**src/rtl/msb_serializer_pkg.sv**
```systemverilog
// msb_serializer_pkg: shared types and helpers for the MSB-first serializer.
// Holds the FSM state encoding, the modulo-3 remainder step used by the
// optional reference tracker, and parameter legality checks.
package msb_serializer_pkg;

  // Serializer FSM states.
  typedef enum logic [1:0] {
    ST_IDLE  = 2'd0,
    ST_CLEAR = 2'd1,
    ST_SHIFT = 2'd2,
    ST_GAP   = 2'd3
  } state_e;

  // Width of the inter-word gap counter (GAP is at most 15).
  localparam int GAP_CNT_W = 4;

  // One step of the serial mod-3 recurrence: r' = (2r + b) mod 3.
  // An out-of-range remainder (3) folds back to 0.
  function automatic logic [1:0] mod3_step(input logic [1:0] r, input logic b);
    logic [1:0] nxt;
    case ({r, b})
      3'b00_0: nxt = 2'd0;
      3'b00_1: nxt = 2'd1;
      3'b01_0: nxt = 2'd2;
      3'b01_1: nxt = 2'd0;
      3'b10_0: nxt = 2'd1;
      3'b10_1: nxt = 2'd2;
      default: nxt = 2'd0;
    endcase
    return nxt;
  endfunction

  // Word width must be 2..32.
  function automatic bit width_ok(input int w);
    return (w >= 2) && (w <= 32);
  endfunction

  // Gap length must be 0..15.
  function automatic bit gap_ok(input int g);
    return (g >= 0) && (g <= 15);
  endfunction

endpackage

```
**src/rtl/msb_serializer_mod3_ref_tracker.sv**
```systemverilog
// mod3_ref_tracker: golden remainder of the bit stream leaving the
// serializer. Cleared by the serializer's clr pulse, advanced on every
// payload bit, and flags the final remainder one cycle after the last bit.
module mod3_ref_tracker
  import msb_serializer_pkg::*;
(
  input  logic       clk,
  input  logic       rst,
  input  logic       clr,
  input  logic       en,
  input  logic       bit_in,
  input  logic       last,
  output logic [1:0] rem,
  output logic       rem_valid
);

  logic [1:0] rem_q, rem_d;
  logic       valid_q, valid_d;

  // Next remainder: clear wins, otherwise step on each payload bit.
  always_comb begin
    rem_d   = rem_q;
    valid_d = last;
    if (clr) begin
      rem_d = 2'd0;
    end else if (en) begin
      rem_d = mod3_step(rem_q, bit_in);
    end
  end

  // Remainder and valid-pulse registers.
  always_ff @(posedge clk or negedge rst) begin
    if (!rst) begin
      rem_q   <= 2'd0;
      valid_q <= 1'b0;
    end else begin
      rem_q   <= rem_d;
      valid_q <= valid_d;
    end
  end

  assign rem       = rem_q;
  assign rem_valid = valid_q;

endmodule

```
**src/rtl/msb_serializer.sv**
```systemverilog
// msb_serializer: accepts a WIDTH-bit word on a valid/ready handshake and
// emits it MSB-first, one bit per clock, preceded by a one-cycle clr pulse
// for the downstream mod-3 detector. Optional golden remainder outputs are
// compiled in with the macro MSB_SERIALIZER_REF_MOD3_EN.
module msb_serializer
  import msb_serializer_pkg::*;
#(
  parameter int WIDTH = 8,
  parameter int GAP   = 0
) (
  input  logic             clk,
  input  logic             rst,
  input  logic [WIDTH-1:0] in_data,
  input  logic             in_valid,
  output logic             in_ready,
  output logic             x,
  output logic             x_valid,
  output logic             sof,
  output logic             eof,
  output logic             clr,
  output logic             busy
`ifdef MSB_SERIALIZER_REF_MOD3_EN
  ,
  output logic [1:0]       ref_rem,
  output logic             ref_valid
`endif
);

  localparam int CNT_W = $clog2(WIDTH);
  localparam logic [CNT_W-1:0]     CNT_LOAD = CNT_W'(WIDTH - 1);
  localparam logic [CNT_W-1:0]     CNT_ONE  = CNT_W'(1);
  localparam logic [GAP_CNT_W-1:0] GAP_LOAD = (GAP > 0) ? GAP_CNT_W'(GAP - 1) : '0;
  localparam logic [GAP_CNT_W-1:0] GAP_ONE  = GAP_CNT_W'(1);

  // Reject illegal configurations at elaboration.
  if (!(width_ok(WIDTH) && gap_ok(GAP))) begin : g_bad_cfg
    $error("msb_serializer: WIDTH must be 2..32 and GAP 0..15");
  end

  state_e               state_q, state_d;
  logic [WIDTH-1:0]     shift_q, shift_d;
  logic [CNT_W-1:0]     cnt_q, cnt_d;
  logic [GAP_CNT_W-1:0] gap_q, gap_d;

  logic in_ready_q, in_ready_d;
  logic busy_q, busy_d;
  logic clr_q, clr_d;
  logic x_q, x_d;
  logic x_valid_q, x_valid_d;
  logic sof_q, sof_d;
  logic eof_q, eof_d;

  // Next-state logic: load on handshake, shift while serializing, count gap.
  always_comb begin
    state_d = state_q;
    shift_d = shift_q;
    cnt_d   = cnt_q;
    gap_d   = gap_q;
    case (state_q)
      ST_IDLE: begin
        if (in_valid) begin
          state_d = ST_CLEAR;
          shift_d = in_data;
          cnt_d   = CNT_LOAD;
        end
      end
      ST_CLEAR: begin
        state_d = ST_SHIFT;
      end
      ST_SHIFT: begin
        if (cnt_q == '0) begin
          if (GAP > 0) begin
            state_d = ST_GAP;
            gap_d   = GAP_LOAD;
          end else begin
            state_d = ST_IDLE;
          end
        end else begin
          shift_d = {shift_q[WIDTH-2:0], 1'b0};
          cnt_d   = cnt_q - CNT_ONE;
        end
      end
      ST_GAP: begin
        if (gap_q == '0) begin
          state_d = ST_IDLE;
        end else begin
          gap_d = gap_q - GAP_ONE;
        end
      end
      default: begin
        state_d = ST_IDLE;
      end
    endcase
  end

  // Output decode from the next state so every output leaves a flop.
  always_comb begin
    in_ready_d = (state_d == ST_IDLE);
    busy_d     = (state_d != ST_IDLE);
    clr_d      = (state_d == ST_CLEAR);
    x_valid_d  = (state_d == ST_SHIFT);
    x_d        = x_valid_d & shift_d[WIDTH-1];
    sof_d      = (state_q == ST_CLEAR);
    eof_d      = x_valid_d && (cnt_d == '0);
  end

  // State, datapath and registered outputs.
  always_ff @(posedge clk or negedge rst) begin
    if (!rst) begin
      state_q    <= ST_IDLE;
      shift_q    <= '0;
      cnt_q      <= '0;
      gap_q      <= '0;
      in_ready_q <= 1'b1;
      busy_q     <= 1'b0;
      clr_q      <= 1'b0;
      x_q        <= 1'b0;
      x_valid_q  <= 1'b0;
      sof_q      <= 1'b0;
      eof_q      <= 1'b0;
    end else begin
      state_q    <= state_d;
      shift_q    <= shift_d;
      cnt_q      <= cnt_d;
      gap_q      <= gap_d;
      in_ready_q <= in_ready_d;
      busy_q     <= busy_d;
      clr_q      <= clr_d;
      x_q        <= x_d;
      x_valid_q  <= x_valid_d;
      sof_q      <= sof_d;
      eof_q      <= eof_d;
    end
  end

  assign in_ready = in_ready_q;
  assign busy     = busy_q;
  assign clr      = clr_q;
  assign x        = x_q;
  assign x_valid  = x_valid_q;
  assign sof      = sof_q;
  assign eof      = eof_q;

`ifdef MSB_SERIALIZER_REF_MOD3_EN
  mod3_ref_tracker u_ref (
    .clk       (clk),
    .rst       (rst),
    .clr       (clr_q),
    .en        (x_valid_q),
    .bit_in    (x_q),
    .last      (eof_q),
    .rem       (ref_rem),
    .rem_valid (ref_valid)
  );
`endif

endmodule

```
**config.mk**
```make
export PLATFORM = sky130hd
export DESIGN_NAME = msb_serializer
export DESIGN_NICKNAME = d
export VERILOG_FILES = /design/src/rtl/msb_serializer_pkg.sv /design/src/rtl/msb_serializer_mod3_ref_tracker.sv /design/src/rtl/msb_serializer.sv
export SDC_FILE = /design/constraint.sdc
export NUM_CORES = 1
export LEC_CHECK = 0
export ABC_AREA = 1
export CAP_MARGIN = 10
export CORE_ASPECT_RATIO = 1.25
export CORE_UTILIZATION = 51
export CTS_CLUSTER_SIZE = 20
export DETAILED_ROUTE_END_ITERATION = 8
export PLACE_DENSITY = 0.76
export SYNTH_ARGS = -nofsm -noshare
export SYNTH_HDL_FRONTEND = slang
export SYNTH_HIERARCHICAL = 1
export SYNTH_SLANG_ARGS = --single-unit
export TNS_END_PERCENT = 30
```
**constraint.sdc**
```tcl
create_clock -name clk -period 1.6 [get_ports clk]
set_clock_uncertainty 0.05 [all_clocks]
set_input_delay 0.16 -clock clk [delete_from_list [all_inputs] [get_ports clk]]
set_output_delay 0.16 -clock clk [all_outputs]
set_load 0.005 [all_outputs]
```
==> results of run 1 <==
==> cell usage after synthesis (all sizes together) <==
cell	number	area share [%]
nand2	41	15
dfrtp	23	53
inv	18	6.5
nand3	15	6.9
nor2	10	5.1
ha	3	3.5
o21ai	3	1.4
xor2	2	1.6
a21boi	1	1.0
a21oi	1	0.46
clkinv	1	0.81
dfstp	1	2.4
o21bai	1	1.7
==> layer usage <==
layer | vias up | GRT usage [%]
li1 | 408 | -
met2 | 23 | 35.3
met4 | 0 | 12.6
met3 | 6 | 2.39
met5 | - | 0
met1 | 381 | 19.3
==> sequential cells by signal, indices dropped and copies added (netlist names) <==
register  flops
x             1
gap_q         4
busy          1
state_q       2
sof           1
in_ready      1
clr           1
eof           1
x_valid       1
cnt_q         3
shift_q       8
==> critical path, stage by stage, from the launching register on <==
cell and delay (ps):
dfrtp_1 380, inv_1 100, ha_1 180, nand2_1 110, o21bai_4 210, nand3_1 130
nor2_1 140, inv_1 50
==> cells by family after synthesis <==
| logic type | count (synthesis) | share of synthesized area (%) |
|---|---|---|
| buf+inv | 19 | 7.28 |
| xor+xnor | 2 | 1.62 |
| compound gates | 6 | 4.62 |
| fa+ha+maj | 3 | 3.47 |
| simple gates | 66 | 27.4 |
| flops | 24 | 55.6 |
==> power breakdown <==
group / total, W / switching, W / leakage, nW / internal [W]
Clock: 0.000433 / 0.000179 / 0.0279 / 0.000253
Combinational: 0.000822 / 0.000474 / 0.353 / 0.000348
Sequential: 0.000945 / 0.000114 / 0.299 / 0.000831
==> worst max path at each step <==
| stage | endpoint | slack, ps | depth (start not counted) |
|---|---|---|---|
| 2_1_floorplan | eof | 310 | 9 |
| 3_3_place_gp | busy | 170 | 7 |
| 3_5_place_dp | busy | 140 | 7 |
| 4_1_cts | in_ready | 30 | 1 |
| 5_1_grt | busy | 0.8 | 7 |
| 6_report | busy | 150 | 7 |
==> stage by stage <==
step	instances	worst slack, ps	cell area [um2]	utilization, %
after floorplan	120	305	1080	-
after global placement	158	175	1280	64.8
after detailed placement	158	144	1280	64.8
after CTS	162	27.7	1340	67.5
after global routing	162	0.803	1340	67.7
final	162	149	1340	67.7
==> area by class of cell <==
type                       count  area share (%)
tap                           20            1.86
timing repair buffer          18            13.4
inverter                      19            5.87
sequential                    24            44.8
multi-input combinational     77            30.1
clock inverter                 1            2.24
clock buffer                   3            1.68
==> results.md, run 1 <==
- STA classifies the critical path endpoint as a flop.
- The count of cell types in the netlist is 19.
- The number of max-slew violations in the final report was 0.
- The number of warning messages in the yosys log is 6.
- In this run the cell area of the synthesized design comes to 1080 um2.
- Dividing the final minimum period by the clock period gives 90.7%.
- The violation count after the first detailed-routing iteration is 6.
- The startpoint identified for the worst register-to-register timing path is gap_q[0].
- The flow ran to the end, and the final reports show no timing, DRC or antenna violations.
- Summed over all layers, the routed wires come to 1.79 mm.
- The combined flip-flop and latch cell area is 602 um2.
- The root cell of the clock tree is clkbuf_4.
- The HPWL reported at the end of detailed placement is 1.38 mm.
- The global-route wire length before repair is 3.21 mm.
- The detailed-router iteration count before antenna repair is 4.
- The global placer's final weighted congestion is 0.764.
- The final route contains 818 vias.
- The net count after synthesis is 134.
- The number of setup buffers added after CTS is 0.
- The count of instances resized after the clock tree is built is 0.
- The fmax is 0.689 GHz.
- Entering global routing, the biggest net connects 25 pins.
- The start-to-end type of the worst setup path is flop to flop.
- The number of synthesized register bits is 24.
- STA puts the critical path data required time at 1770 ps.
- The routed metal-1 wire length is 702 um.
- The post-detailed-route count of antenna-violating nets is 0.
- The die footprint is 2310 um2.
- Summing the sequential cell areas from Yosys gives 55.6% of the chip area.
- The endpoint identified for the worst register-to-register timing path is busy.
- In this run, post-CTS hold repair placed 0 buffers.
- The initial antenna violation count is 0.
- Setup repair after global routing left no endpoint under its margin.
- The floorplan row count is 18.
- The type of the most critical hold path is input pin to asynchronous set/reset pin.
- The number of sinks driven by the clock tree is 24.
- The worst path needs 1450 ps of the cycle, external delays included.
- For the pin with the worst max-slew slack, the measured transition is 287 ps.
- In the layout the commonest cells are 37 x nand2_1, 23 x dfrtp_1, 16 x inv_1, 16 x clkdlybuf4s50_1, 15 x nand3_1.
- The fraction of layout cells with a size suffix above 1 is 12.7%.
- The layout net count is 157.
- Clock latency on the worst-skew pair, taken at its later pin, is 320 ps.
- Across the run, the number of max-cap violations was 0.
- In the synthesized netlist, the number of instances is 120.
- The die boundary width is 43.2 um.
- STA classifies the critical path startpoint as a flop.
- Clock-pin slew was measured on the worst setup and hold paths at 130 ps.
- The synthesis-to-layout area growth is 24.0%.
- The effective utilization at floorplan is 54.6%.
- A synthesized cell averages 9.02 um2.
- The overflow left after global routing is 0.
- The clock tree from TritonCTS is yes.
- The height of the chip is 53.5 um.
- The final setup violation count is 0.
- The cell area power density is 1640 nW/um2.
- The reported leakage power is 0.680 nW.
- In this run the deepest clock path goes through 2 buffers.
- The amount of wire on met3 after detailed routing is 67 um.
- For the final routed database, the setup TNS stands at 0 ps.
- The met2 wire length is 964 um.
- The number of port buffers is 17.
- The worst hold margin is 135 ps.
- The launch point of the worst path is gap_q[0].
- The mean number of vias per cell is 5.05.
- The CTS buffer count is 3.
- 18 I/O pins were placed.
- The number of global-route vias before repair was 798.
- The max-slew headroom at the worst pin is 80.9%.
- The H-tree depth reported by CTS is 1.
- Summing all multi-input logic gate instances after layout gives 404 um2.
- Dividing the detail-routed wire length by the instance count gives 11.1 um.
- The number of fill cells in the layout is 170.
- STA puts the critical path data arrival time at 1620 ps.
- The overall track demand over capacity in global routing is 18.9%.
- The total area inside the core boundary comes to 1980 um2.
- After detailed routing, the number of remaining DRC violations is 0.
- Leaving out fill and tap cells, the most frequent cell in the layout is nand2_1.
- The completed layout was analyzed and its total power is 0.00220 W.
- The number of antenna diodes in the final layout is 0.
- Routed signal wires occupy layers up through met4.
- The reg-to-reg setup timing slack is 150 ps.
- Counting cells, the worst reg-to-reg path comes to 7.
- Across the VDD grid, the largest voltage drop is 0.980 mV.
- In this run the worst path has a maximum fanout of 7.
- The number of hold violations in the final report is 0.
No activity file was read; power rests on OpenSTA's default activity.
==> run 2, diff against run 1 <==
Settings changed: CORE_UTILIZATION 51 to 23, PLACE_DENSITY 0.76 to 0.41.
Clock period 1.6 ns to 1.27 ns, I/O delays scaled along.
==> run 2 against run 1 <==
The flow now finishes with violations (setup timing). Hold slack improved by 22 ps. Critical path depth did not move. Register-to-register slack got worse by 170 ps. Total power rose by 50%. Global-route usage fell by 8.3 points. Non-clock buffer count rose by 15. Maximum frequency rose by 12%. Die area rose by 120%. First-iteration DRC count rose to 3.2 times the previous value. Flip-flop and latch count did not move. Combinational power rose by 72%. Sequential share of layout area fell by 8.1 points. Highest routed layer unchanged.
==> results.md, run 2 (synthesis gave the netlist of run 1 again) <==
- The cell count after placement was 205 (was 158).
- The post-detailed-route count of antenna-violating nets came to 0 (unchanged).
- The number of max-slew violations in the final report is 0 (unchanged).
- The number of flip-flops under the largest register name is 8 (unchanged).
- The final non-filler cell total is 215 (was 162).
- The data arrival time of the worst path is 1410 ps (was 1620 ps).
- The max-slew headroom at the worst pin is 84.8% (was 80.9%).
- The violation count after the first detailed-routing iteration is 19 (was 6).
- The clock tree from TritonCTS is yes (unchanged).
- Top library cells by usage in the layout, fill and taps aside: 35 x nand2_1, 22 x dfrtp_1, 12 x nand3_1 (was 37 x nand2_1, 23 x dfrtp_1, 16 x inv_1, 16 x clkdlybuf4s50_1, 15 x nand3_1).
- The effective utilization at floorplan is 24.3% (was 54.6%).
- The cell area power density is 2000 nW/um2 (was 1640 nW/um2).
- The fmax is 0.774 GHz (was 0.689 GHz).
- The reported leakage power is 0.803 nW (was 0.680 nW).
- The start-to-end type of the worst setup path was flop to flop (unchanged).
- The layout net count came to 172 (was 157).
- The initial antenna violation count is 0 (unchanged).
- The commonest non-fill, non-tap cell in the layout is nand2_1 (unchanged).
- The pin slew with the least headroom to its limit is 228 ps (was 287 ps).
- The type of the most critical hold path is input pin to asynchronous set/reset pin (unchanged).
- Setup repair after global routing missed its margin: true (was false).
- The die footprint is 4990 um2 (was 2310 um2).
- The number of vias after detailed routing is 868 (was 818).
- The number of hold violations in the final report is 0 (unchanged).
- The clock network latency to the later pin of the worst-skew pair is 270 ps (was 320 ps).
- The shortest clock period the worst path allows after layout is 1290 ps (was 1450 ps).
- The kind of start point of the critical path is a flop (unchanged).
- The detailed-router iteration count before antenna repair came to 4 (unchanged).
- The design area is 1640 um2 (was 1340 um2).
- The number of antenna cells inserted is 0 (unchanged).
- The routed wire length is 2.29 mm (was 1.79 mm).
- Registers with the highest flip-flop counts: shift_q (8), gap_q (4), cnt_q (3) (unchanged).
- The global placer's final weighted congestion is 0.806 (was 0.764).
- The synthesis-to-layout area growth is 51.8% (was 24.0%).
- The worst-case setup slack after placement is -102 ps (was 144 ps).
- The worst endpoint required time is 1380 ps (was 1770 ps).
- The final setup violation count is 2 (was 0).
- The H-tree depth reported by CTS is 1 (unchanged).
- The maximum number of pins on one net before global-route repair is 25 (unchanged).
- The overall track demand over capacity in global routing is 10.6% (was 18.9%).
- The endpoint kind of the worst setup timing path is a flop (unchanged).
- The number of global-route vias before repair is 935 (was 798).
- The clock transition time at the flip-flop clock pins of the worst setup and hold paths is 90 ps (was 130 ps).
- The max-capacitance violation count was 0 (unchanged).
- The number of port buffers is 17 (unchanged).
- The count of pins on the block boundary came to 18 (unchanged).
- The number of fill cells in the layout was 471 (was 170).
- The checks that failed: setup timing.
- The mean number of vias per cell came to 4.04 (was 5.05).
- The highest fanout seen on the critical path is 4 (was 7).
- The share of the core filled with cells in the final layout is 36.8% (was 67.7%).
- The final worst-path setup slack was -22.1 ps (was 149 ps).
- Outcome: complete, but fails checks (was finished, final reports clean).
- The overflow left after global routing is 0 (unchanged).
- The worst hold margin is 157 ps (was 135 ps).
- The number of DRC violations after detailed routing came to 0 (unchanged).
- The height of the chip was 78.7 um (was 53.5 um).
- The top register by number of flip-flops is shift_q (unchanged).
- The global-route wire length before repair is 4.13 mm (was 3.21 mm).
- The highest ir drop seen on vdd was 0.692 mV (was 0.980 mV).
- The die boundary width is 63.4 um (was 43.2 um).
- The floorplan row count is 27 (was 18).
- The core region area was 4460 um2 (was 1980 um2).
- The HPWL reported at the end of detailed placement is 1.66 mm (was 1.38 mm).
- The post-detailed-route wirelength per cell was 10.7 um (was 11.1 um).
- The number of sinks driven by the clock tree came to 24 (unchanged).
- The post-route clock period utilization was 102% (was 90.7%).
- The CTS buffer count is 3 (unchanged).
- The worst-case clock buffer depth came to 2 (unchanged).
- The number of buffers inserted for hold repair after clock tree synthesis is 0 (unchanged).
- The fraction of layout cells with a size suffix above 1 was 31.8% (was 12.7%).
- The root cell of the clock tree is clkbuf_8 (was clkbuf_4).
- The standard cell area after detailed placement is 1440 um2 (was 1280 um2).
run 2: cell types whose count changed in the layout (fill, tap and decap cells not counted), moves of 5 or more:
| cell | previous run | this run |
|---|---|---|
| buf_4 | 1 | 11 |
| inv_2 | 1 | 6 |
| clkdlybuf4s50_1 | 16 | 10 |
| dlygate4sd2_1 | 0 | 7 |
| inv_1 | 16 | 11 |
run 2: metrics by stage:
stage | TNS, ps | total power (W)
after floorplan | 0 | 0.00191
after global placement | -446 | 0.00243
after detailed placement | -822 | 0.00245
after CTS | -267 | 0.00323
after global routing | -946 | 0.00356
final | -33.8 | 0.00329
run 2: area by class of cell:
class	instances	area, um2	area share (%)
clock buffer	3	41.3	2.51
sequential	24	603	36.7
timing repair buffer	33	318	19.3
clock inverter	1	30.0	1.83
inverter	19	81.3	4.95
multi-input combinational	77	497	30.2
tap	58	72.6	4.42
run 2: critical path, cell delays in order, from the launching register on:
cell	delay, ps
dfrtp_1	380
inv_2	90
ha_4	150
nand2_4	60
nand2_4	110
buf_4	120
nand2_2	60
a21boi_2	160
run 2: worst paths after layout:
check                           slack [ps]  depth (start not counted)        from          to
min in group clk                       340                          3  in_data[0]  shift_q[0]
max in group asynchronous              790                          2         rst    in_ready
worst min-delay path                   160                          2         rst    gap_q[2]
worst max-delay path                   -20                          7    cnt_q[0]           x
worst min register to register         420                          2  shift_q[0]  shift_q[0]
worst max register to register         -20                          7    cnt_q[0]           x
run 2: where the power goes:
part / switching (W) / internal (W) / total (W)
Combinational: 0.000765 / 0.000649 / 0.00141
Clock: 0.000257 / 0.000422 / 0.000678
Sequential: 0.000148 / 0.00105 / 0.00120
Total: 0.00117 / 0.00212 / 0.00329
run 2: repair_timing:
| item | CTS | global route |
|---|---|---|
| setup buffers | 5 | 1 |
| setup endpoints to repair | 21 | 19 |
| pin swaps | 13 | 13 |
| gates resized for setup | 21 | 11 |
run 2: layer usage:
metal / wire, um / track usage, %
met3: 84 / 2.01
met1: 969 / 12.1
met4: 67 / 5.68
met5: 0 / 0
met2: 1170 / 18.4
